<file path="src/rtl/bus_arb_pkg.sv">
// Shared definitions for the bus arbiter: FSM states, owner codes and the
// default tenure limit.
package bus_arb_pkg;

    typedef enum logic [1:0] {
        ST_IDLE  = 2'd0,
        ST_OWNED = 2'd1,
        ST_TURN  = 2'd2
    } arb_state_e;

    typedef enum logic [1:0] {
        OWN_NONE = 2'd0,
        OWN_CPU  = 2'd1,
        OWN_DMA1 = 2'd2,
        OWN_DMA2 = 2'd3
    } owner_e;

    localparam int unsigned DEFAULT_MAX_HOLD = 16;

    // Encodes a one-hot grant vector (bit0 CPU, bit1 DMA1, bit2 DMA2).
    function automatic owner_e owner_of(input logic [2:0] onehot);
        owner_e code;
        case (onehot)
            3'b001:  code = OWN_CPU;
            3'b010:  code = OWN_DMA1;
            3'b100:  code = OWN_DMA2;
            default: code = OWN_NONE;
        endcase
        return code;
    endfunction

endpackage

</file>
<file path="src/rtl/bus_arb_pick.sv">
// Combinational winner selection: CPU after a DMA tenure, otherwise DMA over
// CPU with round-robin between the two DMA channels.
module bus_arb_pick
    import bus_arb_pkg::*;
(
    input  logic       req_cpu,
    input  logic       req_dma1,
    input  logic       req_dma2,
    input  logic       rr_dma2,
    input  logic       cpu_pref,
    output logic [2:0] win
);

    always_comb begin
        win = 3'b000;
        if (cpu_pref && req_cpu) begin
            win = 3'b001;
        end else if (req_dma1 && req_dma2) begin
            win = rr_dma2 ? 3'b100 : 3'b010;
        end else if (req_dma1) begin
            win = 3'b010;
        end else if (req_dma2) begin
            win = 3'b100;
        end else if (req_cpu) begin
            win = 3'b001;
        end
    end

endmodule

</file>
<file path="src/rtl/bus_arbiter.sv">
// Three-master bus arbiter with bounded tenures and a one-cycle turnaround
// between owners. All outputs are registered.
module bus_arbiter
    import bus_arb_pkg::*;
#(
    parameter int unsigned MAX_HOLD = DEFAULT_MAX_HOLD,
    parameter int unsigned CNT_W    = 8
) (
    input  logic       CLK,
    input  logic       RST_N,
    input  logic       req_cpu,
    input  logic       req_dma1,
    input  logic       req_dma2,
    output logic [2:0] gnt,
    output logic       ADE,
    output logic [1:0] owner,
    output logic       preempt
);

    arb_state_e       state_q, state_d;
    logic [2:0]       gnt_q, gnt_d;
    logic [CNT_W-1:0] hold_cnt_q, hold_cnt_d;
    logic             ade_q, ade_d;
    logic [1:0]       owner_q, owner_d;
    logic             preempt_q, preempt_d;
    logic             rr_dma2_q, rr_dma2_d;
    logic             cpu_pref_q, cpu_pref_d;

    logic [2:0]       win;
    logic             any_req;
    logic             owner_req;
    logic             hold_last;
    logic             grant_now;

    assign any_req   = req_cpu | req_dma1 | req_dma2;
    assign owner_req = |(gnt_q & {req_dma2, req_dma1, req_cpu});
    assign hold_last = (hold_cnt_q == CNT_W'(MAX_HOLD - 1));
    // Arbitration happens only when the bus is free (IDLE or TURN).
    assign grant_now = (state_q != ST_OWNED) && any_req;

    bus_arb_pick u_pick (
        .req_cpu  (req_cpu),
        .req_dma1 (req_dma1),
        .req_dma2 (req_dma2),
        .rr_dma2  (rr_dma2_q),
        .cpu_pref (cpu_pref_q),
        .win      (win)
    );

    always_ff @(posedge CLK or negedge RST_N) begin
        if (!RST_N) begin
            state_q    <= ST_IDLE;
            gnt_q      <= 3'b000;
            hold_cnt_q <= '0;
            ade_q      <= 1'b0;
            owner_q    <= OWN_NONE;
            preempt_q  <= 1'b0;
            rr_dma2_q  <= 1'b0;
            cpu_pref_q <= 1'b0;
        end else begin
            state_q    <= state_d;
            gnt_q      <= gnt_d;
            hold_cnt_q <= hold_cnt_d;
            ade_q      <= ade_d;
            owner_q    <= owner_d;
            preempt_q  <= preempt_d;
            rr_dma2_q  <= rr_dma2_d;
            cpu_pref_q <= cpu_pref_d;
        end
    end

    always_comb begin
        state_d = state_q;
        case (state_q)
            ST_IDLE:  if (any_req) state_d = ST_OWNED;
            ST_OWNED: if (!owner_req || hold_last) state_d = ST_TURN;
            ST_TURN:  state_d = any_req ? ST_OWNED : ST_IDLE;
            default:  state_d = ST_IDLE;
        endcase
    end

    always_comb begin
        gnt_d      = 3'b000;
        hold_cnt_d = '0;
        preempt_d  = 1'b0;
        rr_dma2_d  = rr_dma2_q;
        cpu_pref_d = cpu_pref_q;
        if (grant_now) begin
            gnt_d      = win;
            rr_dma2_d  = win[1] ? 1'b1 : (win[2] ? 1'b0 : rr_dma2_q);
            cpu_pref_d = win[1] | win[2];
        end else if (state_q == ST_OWNED) begin
            if (state_d == ST_OWNED) begin
                gnt_d      = gnt_q;
                hold_cnt_d = hold_cnt_q + CNT_W'(1);
            end else begin
                // Leaving with the request still high can only mean the limit cut it.
                preempt_d = owner_req;
            end
        end
        ade_d   = gnt_d[1] | gnt_d[2];
        owner_d = owner_of(gnt_d);
    end

    assign gnt     = gnt_q;
    assign ADE     = ade_q;
    assign owner   = owner_q;
    assign preempt = preempt_q;

endmodule

</file>
<file path="config.mk">
export PLATFORM = sky130hd
export DESIGN_NAME = bus_arbiter
export DESIGN_NICKNAME = d
export VERILOG_FILES = /design/src/rtl/bus_arb_pkg.sv /design/src/rtl/bus_arb_pick.sv /design/src/rtl/bus_arbiter.sv
export SDC_FILE = /design/constraint.sdc
export NUM_CORES = 1
export LEC_CHECK = 0
export CORE_MARGIN = 2
export CORE_UTILIZATION = 47
export CTS_CLUSTER_SIZE = 28
export DETAILED_ROUTE_END_ITERATION = 8
export PLACE_DENSITY_LB_ADDON = 0.25
export SLEW_MARGIN = 20
export SYNTH_ARGS = -nofsm -noshare
export SYNTH_HDL_FRONTEND = slang
export SYNTH_SLANG_ARGS = --single-unit
</file>
<file path="constraint.sdc">
create_clock -name CLK -period 1.4 [get_ports CLK]
set_input_delay 0.28 -clock CLK [delete_from_list [all_inputs] [get_ports CLK]]
set_output_delay 0.28 -clock CLK [all_outputs]
set_load 0.01 [all_outputs]
</file>
==> impl_metrics.env <==
export IMPL_wl_per_cell_um=13.3
export IMPL_period_needed_ns=1.55
export IMPL_yosysWarnings=0
export IMPL_p_int_uw=1280
export IMPL_fmax_mhz=645
export IMPL_cts_tree="built"
export IMPL_grt_pass1_vias=765
export IMPL_final_fill_count=146
export IMPL_critical_path_depth=6
export IMPL_synth_cell_type_count=30
export IMPL_rrSetupSlack_ns=-0.14
export IMPL_design_area_mm2=0.00126
export IMPL_core_area_mm2=0.00176
export IMPL_critPathLaunchType="primary input"
export IMPL_drtAntennaViolNets=0
export IMPL_synthArstFlopShare_pct=100
export IMPL_antenna_found_initial=0
export IMPL_grtUsageTotal_pct=20.7
export IMPL_synth_edf_count=0
export IMPL_seq_power_share_pct=38.1
export IMPL_drt_iter0_markers=18
export IMPL_syn_nets=93
export IMPL_diodes=0
export IMPL_hold_violations=0
export IMPL_peakVddDrop_uv=1160
export IMPL_cpLargestDelayFamily="buffers and inverters"
export IMPL_status="finished with violations"
export IMPL_clk_path_buf_depth=2
export IMPL_die_h_um=47.8
export IMPL_crit_chain="clkdlybuf4s50_1, a222oi_1, buf_4, or2_4, o311a_4, a211oi_2"
export IMPL_worstMarginPinSlew_ns=0.287
export IMPL_ys_seq_area_share_pct=52.8
export IMPL_num_rows=15
export IMPL_pwr_density_cell_mw_per_mm2=1610
export IMPL_cts_clk_slew_worst_paths_ns=0.11
export IMPL_critPathMaxFanout=4
export IMPL_switchingPower_uw=745
export IMPL_synth_mux_area_share_pct=0
export IMPL_worst_path_buf_inv=2
export IMPL_crit_start="req_cpu"
export IMPL_grt_start_max_net_pins=20
export IMPL_drv_cap=0
export IMPL_setup_viol=16
export IMPL_avgSynthCellArea_um2=10.4
export IMPL_firstDrtPassIters=4
export IMPL_combPwrFrac_pct=48.1
export IMPL_hold_path_class="primary input to asynchronous set/reset pin"
export IMPL_cts_max_level=1
export IMPL_mappedNetlistArea_um2=901
export IMPL_dp_slack_ns=-0.436
export IMPL_io_pins=12
export IMPL_die_area_mm2=0.00228
export IMPL_routed_wl_um=2010
export IMPL_critPathCaptureType="register"
export IMPL_arrival_ns=1.77
export IMPL_cpMaxStageDelayCell="clkdlybuf4s50_1"
export IMPL_ys_ff_latch=19
export IMPL_cp_endpoint="owner[1]$_DFF_PN0_"
export IMPL_switching_share_pct=36.7
export IMPL_synthCells=87
export IMPL_post_route_period_util_pct=111
export IMPL_drive_above_1_share_pct=32.5
export IMPL_routabilityCongestion=0.856
export IMPL_clk_latency_ns=0.30
export IMPL_initial_utilization_pct=51.1
export IMPL_report_final_slew_viol_count=0
export IMPL_die_x_um=47.8
export IMPL_port_buffers=11
export IMPL_dr_total_vias=805
export IMPL_p_clk_share_pct=13.8
export IMPL_overflow=0
export IMPL_vias_per_cell=5.33
export IMPL_required_ns=1.62
export IMPL_postCtsHoldBufs=0
export IMPL_rr_worst_depth=4
export IMPL_violations="setup timing"
export IMPL_postPlaceCellArea_mm2=0.00116
export IMPL_critPathKind="primary input to register"
export IMPL_synth_top_family_by_area="simple AND/OR/NAND/NOR gates"
export IMPL_final_setup_tns_ns=-1.51
export IMPL_hold_slack_ns=0.307
export IMPL_p_leak_uw=0.000605
export IMPL_slowest_delay_ns=0.49
export IMPL_setup_ws_ns=-0.150
export IMPL_synthSimpleGateAreaFrac_pct=20.4
export IMPL_worstReg2RegEnd="owner[0]$_DFF_PN0_"
export IMPL_synth_fa_ha_area_share_pct=1.39
export IMPL_nNetsFinal=133
export IMPL_fin_skew_ns=0.00861
export IMPL_maxSlewHeadroom_pct=80.8
export IMPL_post_dp_hpwl_um=1400
export IMPL_clock_sinks=19
export IMPL_r2r_start="hold_cnt_q[6]$_DFF_PN0_"
export IMPL_ys_flop_type="dfrtp_1"
export IMPL_cts_made_buffers=3
export IMPL_root_buffer="clkbuf_4"
export IMPL_route_detailed_drc=0
export IMPL_synth_compound_area_share_pct=16.4
export IMPL_rsz0062_at_grt="yes"
export IMPL_grt_pass1_wl_um=3330
export IMPL_area_delta_synth_final_pct=39.7
export IMPL_synth_xor_area_share_pct=4.86
==> cell type report <==
cell class / count / area, um^2 / area share [%]
clock buffer: 4 / 26.3 / 2.09
inverter: 4 / 15.0 / 1.19
multi-input combinational: 62 / 414 / 32.9
sequential: 19 / 475 / 37.8
tap: 25 / 31.3 / 2.49
timing repair buffer: 37 / 297 / 23.6
==> worst register-to-register path, stage by stage, from the launching register on <==
cell and delay, ns:
dfrtp_1 0.39, or4_4 0.55, or2_4 0.28, o211ai_1 0.10, a32oi_1 0.11
==> state kept, by name, indices dropped and copies added, names as in the netlist <==
signal and cells:
hold_cnt_q 8, gnt 3, owner 2, state_q 2, ADE 1, cpu_pref_q 1
preempt 1, rr_dma2_q 1
==> power groups by stage <==
stage / Combinational (uW) / Clock, uW / Sequential [uW]
final: 976 / 281 / 773
after global routing: 1070 / 299 / 788
after CTS: 894 / 286 / 771
after detailed placement: 848 / 0 / 794
after global placement: 831 / 0 / 784
after floorplan: 442 / 0 / 824
==> per-layer routing <==
layer	track usage, %	wire length [um]	share of wire (%)	up-vias
li1	-	-	-	391
met1	28.0	892	44	381
met2	34.1	1020	51	31
met3	3.40	87	4.3	2
met4	5.95	11	0.55	0
met5	0	0	0	-
==> cell usage in the layout (no fill, tap or decap), types with 2 or more instances in the layout <==
master / count
o21ai_1: 3
a31oi_1: 2
clkdlybuf4s50_1: 3
nand4_1: 3
dfrtp_1: 19
buf_4: 26
nand2_1: 7
and3_1: 2
dlygate4sd2_1: 7
inv_1: 4
xor2_1: 4
clkbuf_4: 3
o21ai_0: 5
nor2_1: 10
or2_4: 2
a41oi_1: 2
==> cells by family (layout without fill, tap and decap cells) <==
| kind of cell | Yosys count | count (layout) |
|---|---|---|
| adder cells (fa/ha/maj) | 1 | 1 |
| flip-flops | 19 | 19 |
| XOR/XNOR | 5 | 5 |
| AO/OA/AOI/OAI | 22 | 22 |
| buffers and inverters | 6 | 45 |
| AND/OR/NAND/NOR | 34 | 34 |
==> stage by stage <==
stage | cells | utilization (%) | power, uW
after floorplan | 87 | - | 1270
after global placement | 139 | 65.7 | 1620
after detailed placement | 139 | 65.7 | 1640
after CTS | 149 | 69.4 | 1950
after global routing | 151 | 71.3 | 2150
final | 151 | 71.3 | 2030
==> worst min path at each step <==
stage                         start                   end  slack, ns  cells past startpoint
2_1_floorplan                 RST_N         ADE$_DFF_PN0_      -0.02                      0
3_3_place_gp   state_q[0]$_DFF_PN0_  state_q[0]$_DFF_PN0_       0.47                      1
3_5_place_dp   state_q[0]$_DFF_PN0_  state_q[0]$_DFF_PN0_       0.47                      1
4_1_cts                       RST_N         ADE$_DFF_PN0_       0.33                      2
5_1_grt                       RST_N         ADE$_DFF_PN0_       0.35                      2
6_report                      RST_N      gnt[1]$_DFF_PN0_       0.31                      2
==> Yosys cell counts (all sizes together), types with 2 or more instances <==
cell type  count  share of area, %
a21oi          2               1.1
a31oi          2               1.4
a41oi          2               1.9
and3           2               1.4
buf            2               2.5
dfrtp         19                53
inv            4               1.7
nand2          8               4.2
nand3          2               1.1
nand4          3               2.1
nor2          11               4.6
o21ai          9               5.0
or2            2               1.9
xor2           4               3.9
==> timing repair <==
| action | 4_1_cts | 5_1_grt |
|---|---|---|
| pin swaps | 4 | 4 |
| resized for setup | 10 | 4 |
| gates cloned | 0 | 0 |
| setup buffers | 6 | 2 |
| endpoints found under the setup margin | 23 | 18 |
Note: power is estimated with default switching activity, not from simulation.
